[src/rtl/edge_mask_writer.sv]
// Packs the 1-bit edge decision stream into WORD_W-pixel words and writes them
// to the edge-mask frame memory through a 2-entry valid/ready output queue.
module edge_mask_writer #(
  parameter int H_RES   = 640,
  parameter int V_RES   = 480,
  parameter int WORD_W  = 16,
  parameter int ADDR_W  = 15,
  parameter int LATENCY = 1
) (
  input  logic              pclk,
  input  logic              reset,
  input  logic [9:0]        x_pixel,
  input  logic [9:0]        y_pixel,
  input  logic              in_valid,
  input  logic              sdata,
  output logic              wr_en,
  output logic [ADDR_W-1:0] wr_addr,
  output logic [WORD_W-1:0] wr_data,
  input  logic              wr_ready,
  output logic              frame_done,
  output logic              overflow
);

  localparam int                IDX_W     = (WORD_W > 1) ? $clog2(WORD_W) : 1;
  localparam logic [9:0]        H_LIM     = 10'(H_RES);
  localparam logic [9:0]        V_LIM     = 10'(V_RES);
  localparam logic [9:0]        WORD_C    = 10'(WORD_W);
  localparam logic [ADDR_W-1:0] WPL_C     = ADDR_W'(H_RES / WORD_W);
  localparam logic [ADDR_W-1:0] LAST_ADDR = ADDR_W'(H_RES * V_RES / WORD_W - 1);

  logic [9:0] xd, yd;

  // Coordinate delay line: realigns x/y with the late-arriving sdata.
  generate
    if (LATENCY == 0) begin : g_nodly
      assign xd = x_pixel;
      assign yd = y_pixel;
    end else begin : g_dly
      logic [9:0] x_dly_q [LATENCY];
      logic [9:0] y_dly_q [LATENCY];
      always_ff @(posedge pclk) begin
        if (reset) begin
          for (int i = 0; i < LATENCY; i++) begin
            x_dly_q[i] <= '0;
            y_dly_q[i] <= '0;
          end
        end else begin
          x_dly_q[0] <= x_pixel;
          y_dly_q[0] <= y_pixel;
          for (int i = 1; i < LATENCY; i++) begin
            x_dly_q[i] <= x_dly_q[i-1];
            y_dly_q[i] <= y_dly_q[i-1];
          end
        end
      end
      assign xd = x_dly_q[LATENCY-1];
      assign yd = y_dly_q[LATENCY-1];
    end
  endgenerate

  logic              accept;
  logic [IDX_W-1:0]  bit_idx;
  logic              last_bit;
  logic [WORD_W-1:0] word;
  logic [WORD_W-1:0] acc_q, acc_d;
  logic [ADDR_W-1:0] word_addr;

  assign accept    = in_valid && (xd < H_LIM) && (yd < V_LIM);
  assign bit_idx   = IDX_W'(xd % WORD_C);
  assign last_bit  = (bit_idx == IDX_W'(WORD_W - 1));
  assign word_addr = ADDR_W'(yd) * WPL_C + ADDR_W'(xd / WORD_C);

  // Bit 0 starts a fresh word so stale bits from an unfinished word never leak.
  always_comb begin
    word          = (bit_idx == '0) ? '0 : acc_q;
    word[bit_idx] = sdata;
    acc_d         = acc_q;
    if (accept) acc_d = last_bit ? '0 : word;
  end

  logic              stg_vld_q;
  logic [ADDR_W-1:0] stg_addr_q;
  logic [WORD_W-1:0] stg_data_q;

  // Completed-word stage between the packer and the queue.
  always_ff @(posedge pclk) begin
    if (reset) begin
      acc_q      <= '0;
      stg_vld_q  <= 1'b0;
      stg_addr_q <= '0;
      stg_data_q <= '0;
    end else begin
      acc_q     <= acc_d;
      stg_vld_q <= accept && last_bit;
      if (accept && last_bit) begin
        stg_addr_q <= word_addr;
        stg_data_q <= word;
      end
    end
  end

  logic [ADDR_W-1:0] q_addr_q [2];
  logic [WORD_W-1:0] q_data_q [2];
  logic              rd_ptr_q, wr_ptr_q;
  logic [1:0]        cnt_q, cnt_d;
  logic              wr_en_q, overflow_q, frame_done_q;
  logic              pop, push, drop;

  assign pop  = wr_en_q && wr_ready;
  assign push = stg_vld_q && ((cnt_q != 2'd2) || pop);
  assign drop = stg_vld_q && (cnt_q == 2'd2) && !pop;

  always_comb begin
    cnt_d = cnt_q;
    if (push && !pop)      cnt_d = cnt_q + 2'd1;
    else if (pop && !push) cnt_d = cnt_q - 2'd1;
  end

  // When full, a simultaneous push lands in the slot the head is vacating.
  always_ff @(posedge pclk) begin
    if (reset) begin
      cnt_q        <= 2'd0;
      rd_ptr_q     <= 1'b0;
      wr_ptr_q     <= 1'b0;
      wr_en_q      <= 1'b0;
      overflow_q   <= 1'b0;
      frame_done_q <= 1'b0;
      for (int i = 0; i < 2; i++) begin
        q_addr_q[i] <= '0;
        q_data_q[i] <= '0;
      end
    end else begin
      cnt_q   <= cnt_d;
      wr_en_q <= (cnt_d != 2'd0);
      if (push) begin
        q_addr_q[wr_ptr_q] <= stg_addr_q;
        q_data_q[wr_ptr_q] <= stg_data_q;
        wr_ptr_q           <= ~wr_ptr_q;
      end
      if (pop)  rd_ptr_q   <= ~rd_ptr_q;
      if (drop) overflow_q <= 1'b1;
      frame_done_q <= pop && (wr_addr == LAST_ADDR);
    end
  end

  assign wr_en      = wr_en_q;
  assign wr_addr    = q_addr_q[rd_ptr_q];
  assign wr_data    = q_data_q[rd_ptr_q];
  assign frame_done = frame_done_q;
  assign overflow   = overflow_q;

endmodule

[config.mk]
export PLATFORM = sky130hd
export DESIGN_NAME = edge_mask_writer
export DESIGN_NICKNAME = d
export VERILOG_FILES = /design/src/rtl/edge_mask_writer.sv
export SDC_FILE = /design/constraint.sdc
export NUM_CORES = 1
export LEC_CHECK = 0
export BUFFER_PORTS_ARGS = -buffer_cell sky130_fd_sc_hd__clkbuf_2
export CAP_MARGIN = 20
export CORE_AREA = 2 2 140 142
export CTS_BUF_LIST = sky130_fd_sc_hd__clkbuf_16
export DETAILED_ROUTE_END_ITERATION = 8
export DIE_AREA = 0 0 142 144
export HOLD_SLACK_MARGIN = 0.06
export PLACE_DENSITY = 0.5
export SETUP_SLACK_MARGIN = 0.3
export SYNTH_ARGS = -nofsm -noshare
export SYNTH_HDL_FRONTEND = slang
export SYNTH_SLANG_ARGS = --single-unit
[constraint.sdc]
create_clock -name pclk -period 3.6 [get_ports pclk]
set_clock_uncertainty 0.1 [all_clocks]
set_input_delay 0.72 -clock pclk [delete_from_list [all_inputs] [get_ports pclk]]
set_output_delay 0.72 -clock pclk [all_outputs]
set_load 0.005 [all_outputs]
==> results of run 1 <==
-- state kept, by name, summed over array words and instances (netlist names), named ones only --
| register | cells |
|---|---|
| q_data_q | 32 |
| q_addr_q | 30 |
| stg_data_q | 16 |
| acc_q | 15 |
| stg_addr_q | 15 |
| g_dly.x_dly_q | 10 |
| g_dly.y_dly_q | 10 |
| cnt_q | 2 |
| frame_done | 1 |
| overflow | 1 |
| rd_ptr_q | 1 |
| stg_vld_q | 1 |
| wr_en | 1 |
| wr_ptr_q | 1 |
-- worst reg2reg max path, delay by kind of cell (launching register included) --
kind | cells | cell delay, ns
DFF | 1 | 0.32
adders and majority gates | 3 | 1.00
and+or+nand+nor | 2 | 0.35
xor gates and xnor gates | 1 | 0.25
AOI/OAI and AO/OA | 3 | 0.76
-- layout by cell type (no fill, tap or decap), types with 5 or more instances in the layout --
master / Yosys / routed
dfxtp_1: 75 / 75
and2_1: 63 / 63
nor2_1: 64 / 63
edfxtp_1: 62 / 62
clkbuf_2: 0 / 58
nand2_1: 44 / 44
mux2_2: 31 / 31
a21oi_1: 30 / 30
nor2b_1: 26 / 26
ha_1: 20 / 20
inv_1: 13 / 18
clkbuf_16: 0 / 17
nor3_1: 14 / 13
a211oi_1: 13 / 13
o21ai_0: 13 / 13
buf_4: 0 / 13
a22oi_1: 11 / 11
nand4_1: 7 / 7
o22ai_1: 7 / 7
xnor2_1: 7 / 7
nand3_1: 6 / 6
a21o_1: 6 / 6
o32a_1: 5 / 5
-- power by group --
group	total (mW)	switching (mW)	internal [mW]
clock network	1.55	0.629	0.926
logic	0.268	0.155	0.113
registers	1.69	0.0217	1.66
total	3.51	0.805	2.70
-- how the worst max path moves through the flow --
stage / depth (start not counted) / start / to
detailed placement: 9 / g_dly.y_dly_q[0][1] / stg_addr_q[13]
global placement: 9 / g_dly.y_dly_q[0][1] / stg_addr_q[13]
floorplan: 4 / wr_ready / q_addr_q[0][0]
CTS: 3 / register / wr_addr[3]
global route: 9 / g_dly.y_dly_q[0][1] / stg_addr_q[13]
finish: 9 / g_dly.y_dly_q[0][1] / stg_addr_q[13]
-- final cells by class --
type,instances,area share [%]
Clock buffer,17,5.73
Clock inverter,15,1.36
Inverter,13,0.657
Multi-Input combinational cell,420,37.7
Sequential cell,137,45.3
Tap cell,238,4.01
Timing Repair Buffer,71,5.22
-- logic make-up after synthesis --
| group | after synthesis | synth area share (%) |
|---|---|---|
| and+or+nand+nor | 245 | 20.0 |
| buffers and inverters | 46 | 2.77 |
| AOI/OAI and AO/OA | 106 | 11.5 |
| xor gates and xnor gates | 12 | 1.78 |
| DFF | 137 | 53.2 |
| adders and majority gates | 22 | 4.59 |
| muxes | 35 | 6.15 |
-- layer usage --
| metal | GRT usage (%) | wire length, um | share of wire, % | vias up |
|---|---|---|---|---|
| li1 | - | - | - | 2252 |
| met1 | 18.8 | 6480 | 50 | 2046 |
| met2 | 20.7 | 5790 | 44 | 88 |
| met3 | 3.28 | 600 | 4.6 | 13 |
| met4 | 5.63 | 168 | 1.3 | 0 |
| met5 | 0 | 0 | 0 | - |
==> summary.txt, run 1 <==
Clock tree
  • Root buffer cell: clkbuf_16
  • CTS Buf Count: 17
  • Worst-Skew Late Latency: 0.41 ns
  • Clk slew on worst S/H paths: approximately 0.060 ns
  • Post-CTS setup buffer count: 0
  • CTS Hold Buffers Added: 0
  • Post-CTS Resized: 0
  • CTS tree: yes
  • Clock Path Buffers: 2
  • H-tree levels: 4
  • # clock sinks: ~140

Setup path
  • Crit path buf inv count: 0
  • CP cell instances: ha_1 > ha_1 > fa_1 > a21o_1 > a221oi_1 > xnor2_1 > nand4_1 > and2_0 > o31a_1
  • R2r worst-path depth: 9
  • R2r endpoint: stg_addr_q[13]
  • Worst Setup End Kind: register
  • Slowest cell on crit path: fa_1
  • Startpoint types: register
  • Crit Path Category: register to register
  • Largest delay contributor family on the critical path: adder cells
  • Setup slack, reg-to-reg: ~0.70 ns
  • Critical path fanouts, max: 4
  • Arrival time at the worst endpoint: 3.11 ns
  • Req. time, crit path: 3.80 ns
  • CP most frequent cell: ha_1
  • Worst stage delay on the critical path: 0.45 ns
  • FF-to-FF Start: g_dly.y_dly_q[0][1]

Finish
  • Fin area: about 7400 um^2
  • Reg area: 3360 um^2
  • Share of post-route cells with drive strength above 1: 21.2%
  • Filler Cells Inserted: 1885
  • Post-route insts no fill: 911
  • Post-layout util: about two fifths
  • Ant diodes: 0
  • Multi-input logic area: roughly 2800 um^2
  • Layout area overhead: 17.4%
  • Final #Nets: between 700 and 800

STA
  • Fin Setup TNS: 0 ns
  • Worst slew pin tran: 0.719 ns
  • Fmax: 344 MHz
  • Max Slew Vio Count: 0
  • RSZ-0062 raised after global routing: false
  • Slew headroom: 51.9%
  • Worst setup margin: slightly below 0.7 ns
  • Hold WS: about 0.34 ns
  • Period utilization: between 80% and 90%
  • Final setup vio count: 0
  • Post-route minimum period: 2.90 ns
  • Hold Vio Cnt, Final: 0

Routing
  • Vias per inst: 4.83
  • Final wirelength: 13.0 mm
  • Post-route ant nets: 0
  • First drt pass iteration count: 4
  • DR DRC count: 0
  • Vias: 4399
  • Iter 0 DRT Violations: roughly 260
  • Routed length per instance: 14.3 um

Logic synthesis
  • Syn Inst Count: 603
  • Cell taking the most area after synthesis: edfxtp_1
  • Ys flop type: dfxtp_1
  • Most frequent cell after synthesis: dfxtp_1
  • Ys Warns: 0
  • EDFF count, synth: 62
  • Mapped Nets: 650
  • Top cells by area, synth: edfxtp_1, dfxtp_1, and2_1
  • Top-area cell type share of the netlist area: 29.4%
  • Sequential-to-total area share from yosys stat: 53.2%
  • Synth Cell Area: 6320 um^2
  • Mean post-synth cell area: 10.5 um^2
  • Ys async rst share: 0%
  • Distinct cells, synth: 56
  • Yosys reg bits: 137
  • Top cells by count, synth: dfxtp_1, nor2_1, and2_1, edfxtp_1, nand2_1

GRT
  • GRT Overall Usage: 13.7%
  • Pin count of the biggest net entering global routing: 44
  • First-pass GRT wire length: 21.9 mm
  • Gr ovfl total: 0
  • Vias in the first global route: approximately 4400
  • Initial antenna violation count: 0

Power and ir drop
  • Static Leak: 2.86 nW
  • Total power: approximately 3.5 mW
  • Peak VDD IR: between 0.0003 and 0.0004 V
  • Pwr Density: 472 nW/um^2

Die
  • Die area: 20400 um^2
  • Chip height: 144 um
  • Ports: between 50 and 60
  • Num rows: 51
  • Initial Util: 33.1%
  • Core footprint: 19100 um^2
  • Die X: 142 um

Place
  • Port Buf Inserts: a little under 60
  • Inst Count DP: 879
  • Placer Congestion: 0.797
  • Area post-placement: 6900 um^2
  • Post-DP HPWL: 8.82 mm
  • Pre-CTS WS: roughly 0.68 ns

Hold path
  • Hold EP: stg_addr_q[1]
  • Hold WC Path Type: register to register
  • Cell depth of the worst hold path: 2
  • Min-delay src: g_dly.x_dly_q[0][5]

Job
  • Max-Cap Viols: 0

Run status
  • Status: completed
Note: power is estimated with default switching activity, not from simulation.
==> run 2: changes to the inputs <==
- ABC_AREA: not set -> 1
- CORE_AREA: 2 2 140 142 -> 2 2 139 141
- DIE_AREA: 0 0 142 144 -> 0 0 141 143
- clock period: 3.6 -> 3 ns (I/O delays scaled with it)
==> run 2 against run 1 <==
  * Count of clock-buffer cells in the layout is the same
  * Sequential power is 20% higher
  * Via count grew 5.5%
  * Clock power grew 39%
  * Non-clock buffer count shrank 5
  * Total power is 30% higher
  * Combinational power up 44%
  * Global-route usage is 0.47 points higher
  * Critical path type unchanged
  * Flip-flop and latch count is the same
  * Synthesized area decreased by 1.5%
==> summary.txt, run 2 <==
Setup path
  • CP cell instances: ha_1 > ha_1 > fa_1 > xor2_1 > inv_1 > nor2_4 > nand3_2 > nor2_2 > nand2_1 > nand2_1 > nand3_1 > nand2_1 > inv_1
  • Slowest cell on crit path: fa_1
  • Worst Setup End Kind: register
  • Critical path fanouts, max: 3
  • Crit Path Category: register to register
  • FF-to-FF Start: g_dly.y_dly_q[0][1]
  • Req. time, crit path: approximately 3.2 ns
  • Crit path buf inv count: 2
  • Largest delay contributor family on the critical path: adder cells
  • R2r worst-path depth: 13
  • Crit. path cell count: 13
  • Crit. Startpoint: g_dly.y_dly_q[0][1]
  • Worst stage delay on the critical path: 0.43 ns
  • Arrival time at the worst endpoint: 2.66 ns
  • Startpoint types: register
  • CP most frequent cell: nand2_1

Place
  • Placer Congestion: 0.742
  • Port Buf Inserts: 58
  • Post-DP HPWL: just under 9 mm
  • Inst Count DP: between 1000 and 1500

Logic synthesis
  • Syn Inst Count: 745
  • Synth Cell Area: between 6000 and 7000 um^2
  • Top cells by area, synth: edfxtp_1, dfxtp_1, nand2_1
  • Cell taking the most area after synthesis: edfxtp_1
  • Yosys reg bits: roughly 140
  • Top-area cell type share of the netlist area: 29.9%
  • Distinct cells, synth: 36
  • EDFF count, synth: 62
  • Top cells by count, synth: nand2_1, nor2_1, inv_1, dfxtp_1, edfxtp_1
  • Most frequent cell after synthesis: nand2_1
  • Ys async rst share: 0%
  • Sequential-to-total area share from yosys stat: 54.0%
  • Mapped Nets: 792
  • Ys flop type: dfxtp_1
  • Ys Warns: 0
  • Mean post-synth cell area: 8.36 um^2

Finish
  • Commonest non-fill, non-tap cell in the layout: nand2_1
  • Biggest regs: q_data_q: 32 flops, q_addr_q: 30 flops, stg_data_q: 16 flops
  • Max FFs per register: 32
  • Ant diodes: 0
  • Most frequent cells in the layout: nand2_1, nor2_1, inv_1
  • Final #Nets: roughly 850
  • Layout area overhead: 17.6%
  • Post-route insts no fill: ~1000
  • Filler Cells Inserted: between 1500 and 2000
  • Share of post-route cells with drive strength above 1: between 10 and 15%
  • Top reg by flops: q_data_q

Die
  • Core footprint: between 15000 and 20000 um^2
  • Ports: slightly below 60
  • Die X: 141 um
  • Chip height: 143 um
  • Num rows: 50
  • Die area: 20200 um^2
  • Initial Util: 33.5%

Clock tree
  • Post-CTS setup buffer count: 0
  • Clk slew on worst S/H paths: 0.06 ns
  • Worst-Skew Late Latency: approximately 0.42 ns
  • # clock sinks: 137
  • Root buffer cell: clkbuf_16
  • H-tree levels: 4
  • Clock Path Buffers: 2
  • CTS Hold Buffers Added: 0
  • Post-CTS Resized: 0
  • CTS Buf Count: 17
  • CTS tree: yes

Power and ir drop
  • Total power: 4.58 mW
  • Pwr Density: around 620 nW/um^2
  • Static Leak: 3.14 nW
  • Switching Fraction: 23.3%
  • Peak VDD IR: 0.000392 V
  • Net Sw Power: between 1 and 1.5 mW
  • Logic pwr share: 8.5%
  • Internal: 3.51 mW
  • Clock share of power: 47.3%
  • Sequential share of power: 44.3%

Job
  • Max-Cap Viols: 0

STA
  • Max Slew Vio Count: 0
  • RSZ-0062 raised after global routing: false
  • Worst slew pin tran: around 0.58 ns
  • Final setup vio count: 0
  • Post-route minimum period: approximately 2.4 ns
  • Fin Setup TNS: 0 ns
  • Hold Vio Cnt, Final: 0
  • Period utilization: approximately 80%
  • Hold WS: around 0.26 ns
  • Fmax: 411 MHz
  • Slew headroom: between 60% and 70%

Run status
  • Status: completed

Hold path
  • Hold WC Path Type: input pin to register
  • Cell depth of the worst hold path: 3
  • Min-delay src: y_pixel[6]

Routing
  • Post-route ant nets: 0
  • Iter 0 DRT Violations: 208
  • First drt pass iteration count: 4
  • Vias: 4642
  • Routed length per instance: 12.8 um
  • DR DRC count: 0
  • Final wirelength: 13.4 mm
  • Vias per inst: 4.43

GRT
  • Gr ovfl total: 0
  • Pin count of the biggest net entering global routing: 57
  • First-pass GRT wire length: 22.1 mm
  • Vias in the first global route: 4346
  • GRT Overall Usage: 14.1%
  • Initial antenna violation count: 0
==> run 2: changes by cell type after synthesis, moves of 13 or more <==
cell and change:
nor2b_1 -26, a211oi_1 -13, nand3_1 +22, and2_1 -63
o21ai_0 +19, mux2_2 -30, a21oi_1 +22, nand2_1 +151
inv_1 +77, nor2_1 +40
==> run 2: layout make-up <==
cell class	count	area, um^2	share of cell area [%]
clock inverter	15	181	2.48
timing repair buffer	66	350	4.78
multi-input combinational	485	2360	32.2
clock buffer	17	425	5.81
tap	234	293	4.00
sequential	137	3360	45.9
inverter	93	354	4.83
==> run 2: cell families after synthesis <==
family / count (synthesis) / share of synthesized area [%]
flip-flops: 137 / 54.0
adder cells (fa/ha/maj): 22 / 4.66
XOR/XNOR: 8 / 1.12
AO/OA/AOI/OAI: 102 / 8.66
buffers and inverters: 123 / 8.12
multiplexers: 1 / 0.181
AND/OR/NAND/NOR: 352 / 23.3
==> run 2: power by group through the flow <==
stage	Sequential, mW	Clock, mW	Combinational [mW]
2_1_floorplan	2.06	0	0.261
3_5_place_dp	2.06	0	0.395
4_1_cts	2.03	2.21	0.397
3_3_place_gp	2.06	0	0.396
5_1_grt	2.03	2.29	0.445
6_report	2.02	2.16	0.387
==> run 2: metrics by stage <==
| stage | setup slack (ns) | util (%) | area [um^2] |
|---|---|---|---|
| 5_1_grt | 0.367 | 39.4 | 7330 |
| 3_3_place_gp | 0.590 | 36.2 | 6720 |
| 2_1_floorplan | 0.453 | - | 6230 |
| 6_report | 0.568 | 39.4 | 7330 |
| 3_5_place_dp | 0.549 | 36.2 | 6720 |
| 4_1_cts | 0.546 | 39.4 | 7330 |
==> run 2: worst reg2reg max path, stage by stage (launching register included) <==
cell	delay (ns)
dfxtp_1	0.33
ha_1	0.30
ha_1	0.23
fa_1	0.43
xor2_1	0.25
inv_1	0.10
nor2_4	0.14
nand3_2	0.08
nor2_2	0.12
nand2_1	0.06
nand2_1	0.05
nand3_1	0.06
nand2_1	0.06
inv_1	0.03
==> run 2: routing by layer <==
metal  vias to the layer above  wire [um]  global-route usage (%)
met5                         -          0                       0
met4                         0        153                    4.89
met3                        11        551                    3.66
met2                        94       5560                    20.9
met1                      2050       7080                    20.0
li1                       2487          -                       -
==> run 2: final timing paths <==
kind	to	slack, ns
worst max-delay path	stg_addr_q[14]	0.57
worst min-delay path	g_dly.y_dly_q[0][6]	0.26
worst max register to register	stg_addr_q[14]	0.57
worst min register to register	acc_q[8]	0.37
==> run 3: changes to the inputs <==
- clock period: 3 -> 2.43 ns (I/O delays scaled with it)
==> run 3 against run 2 <==
  * Via count is 0.17% lower
  * Total power up 26%
  * Register-to-register slack worse by 0.38 ns
  * Combinational power increased by 36%
  * Wire length is 0.30% higher
  * Critical path type unchanged
  * Largest cell class unchanged
  * Highest routed layer unchanged
==> summary.txt, run 3 (synthesized netlist as in run 2, its figures left out) <==
Run status
  • Status: completed

STA
  • Period utilization: 92.2%
  • Final setup vio count: 0
  • Worst slew pin tran: 0.520 ns
  • Max Slew Vio Count: 0
  • RSZ-0062 raised after global routing: true
  • Slew headroom: 65.4%
  • Hold Vio Cnt, Final: 0
  • Fin Setup TNS: 0 ns
  • Fmax: 446 MHz
  • Post-route minimum period: approximately 2.2 ns

Setup path
  • CP cell instances: ha_4 > ha_4 > fa_2 > nand2_2 > inv_2 > nand2_2 > nor2_4 > nand3_2 > nor2_4 > nand2_1 > nand2_1 > nand3_1 > nand2_1 > inv_1
  • Largest delay contributor family on the critical path: adder cells
  • Crit path buf inv count: 2
  • Slowest cell on crit path: fa_2
  • Req. time, crit path: around 2.7 ns
  • Worst Setup End Kind: register
  • Arrival time at the worst endpoint: 2.46 ns
  • CP most frequent cell: nand2_1
  • Startpoint types: register
  • Critical path fanouts, max: 3
  • Crit Path Category: register to register
  • Worst stage delay on the critical path: 0.53 ns

Finish
  • Most frequent cells in the layout: nand2_1, nor2_1, inv_1
  • Top reg by flops: q_data_q
  • Commonest non-fill, non-tap cell in the layout: nand2_1
  • Max FFs per register: 32
  • Fin area: 7570 um^2
  • Final #Nets: ~860
  • Layout area overhead: 21.6%
  • Ant diodes: 0
  • Reg area: 3370 um^2
  • Share of post-route cells with drive strength above 1: 17.8%
  • Multi-input logic area: ~2500 um^2
  • Filler Cells Inserted: 1883
  • Biggest regs: q_data_q: 32 flops, q_addr_q: 30 flops, stg_data_q: 16 flops

Place
  • Post-DP HPWL: 8.97 mm
  • Port Buf Inserts: 58
  • Area post-placement: 6830 um^2
  • Placer Congestion: 0.751

Die
  • Initial Util: 33.5%
  • Ports: 59
  • Num rows: 50
  • Die area: 20200 um^2
  • Core footprint: 18600 um^2
  • Chip height: around 140 um
  • Die X: 141 um

Clock tree
  • # clock sinks: 137
  • CTS tree: yes
  • Root buffer cell: clkbuf_16
  • Clock Path Buffers: 2
  • Clk slew on worst S/H paths: 0.06 ns
  • CTS Hold Buffers Added: 0
  • H-tree levels: 4
  • Worst-Skew Late Latency: 0.42 ns
  • CTS Buf Count: 17

GRT
  • Initial antenna violation count: 0
  • GRT Overall Usage: 14.2%
  • Vias in the first global route: 4276
  • Gr ovfl total: 0
  • First-pass GRT wire length: 22.1 mm
  • Pin count of the biggest net entering global routing: 57

Routing
  • Routed length per instance: between 10 and 15 um
  • DR DRC count: 0
  • First drt pass iteration count: 4
  • Vias: 4634
  • Post-route ant nets: 0
  • Final wirelength: 13.4 mm
  • Iter 0 DRT Violations: between 200 and 250
  • Vias per inst: between 4 and 5

Power and ir drop
  • Peak VDD IR: 0.000510 V
  • Sequential share of power: 43.4%
  • Logic pwr share: roughly 9.1%
  • Internal: around 4.4 mW
  • Clock share of power: 47.4%
  • Static Leak: 3.20 nW
  • Pwr Density: 761 nW/um^2
  • Net Sw Power: ~1.4 mW
  • Switching Fraction: 23.9%

Job
  • Max-Cap Viols: 0

Hold path
  • Hold WC Path Type: input pin to register
==> run 3: cell count changes in the layout (fill, tap and decap cells not counted), sizes merged <==
cell	change
inv	-1
clkinv	+2
clkinvlp	-1
buf	+8
==> run 3: per-layer routing <==
layer	vias up	track usage [%]	part of all wire, %
met2	71	20.6	42
met5	-	0	0
met1	2049	20.2	54
met4	0	4.74	1.1
li1	2503	-	-
met3	11	4.06	3.6
==> run 3: layout make-up <==
cell class	count	area share, %
repair buffers	74	6.11
well taps	234	3.87
clock buffers	17	5.62
flip-flops and latches	137	44.4
multi-input cells	485	32.6
inverters	93	4.71
clock inverters	15	2.64
==> run 3: worst paths after layout <==
| check | start | endpoint | slack, ns | depth (start not counted) |
|---|---|---|---|---|
| setup reg to reg | g_dly.y_dly_q[0][3] | stg_addr_q[14] | 0.19 | 14 |
| setup / recovery | g_dly.y_dly_q[0][3] | stg_addr_q[14] | 0.19 | 14 |
| hold / removal | y_pixel[2] | g_dly.y_dly_q[0][2] | 0.14 | 3 |
| hold reg to reg | acc_q[8] | acc_q[8] | 0.36 | 2 |
==> run 3: tightest hold or removal path, cell delays in order <==
cell and delay, ns:
clkbuf_2 0.08, inv_1 0.04, nor2_1 0.03
==> run 3: power groups by stage <==
stage / Clock, mW / Combinational (mW) / Sequential (mW)
final: 2.73 / 0.525 / 2.50
after floorplan: 0 / 0.330 / 2.54
after global placement: 0 / 0.508 / 2.55
after global routing: 2.90 / 0.601 / 2.51
after CTS: 2.79 / 0.524 / 2.50
after detailed placement: 0 / 0.509 / 2.55
==> run 3: what timing repair did <==
| action | CTS | global route |
|---|---|---|
| gates cloned | 0 | 0 |
| endpoints found under the setup margin | 35 | 8 |
| endpoints found under the hold margin | 0 | 0 |
| gates resized for setup | 7 | 16 |
| buffers inserted | 4 | 1 |
| pin swaps | 8 | 7 |
==> run 3: stage by stage <==
| stage | setup slack [ns] | hold slack (ns) | utilization [%] | std cells | total power [mW] |
|---|---|---|---|---|---|
| after global routing | 0.0349 | 0.142 | 40.8 | 1055 | 6.02 |
| after floorplan | 0.241 | 0.342 | - | 745 | 2.87 |
| after detailed placement | 0.137 | 0.361 | 36.7 | 1018 | 3.06 |
| after global placement | 0.160 | 0.352 | 36.7 | 1018 | 3.06 |
| after CTS | 0.152 | 0.133 | 40.4 | 1054 | 5.81 |
| final | 0.190 | 0.143 | 40.8 | 1055 | 5.76 |
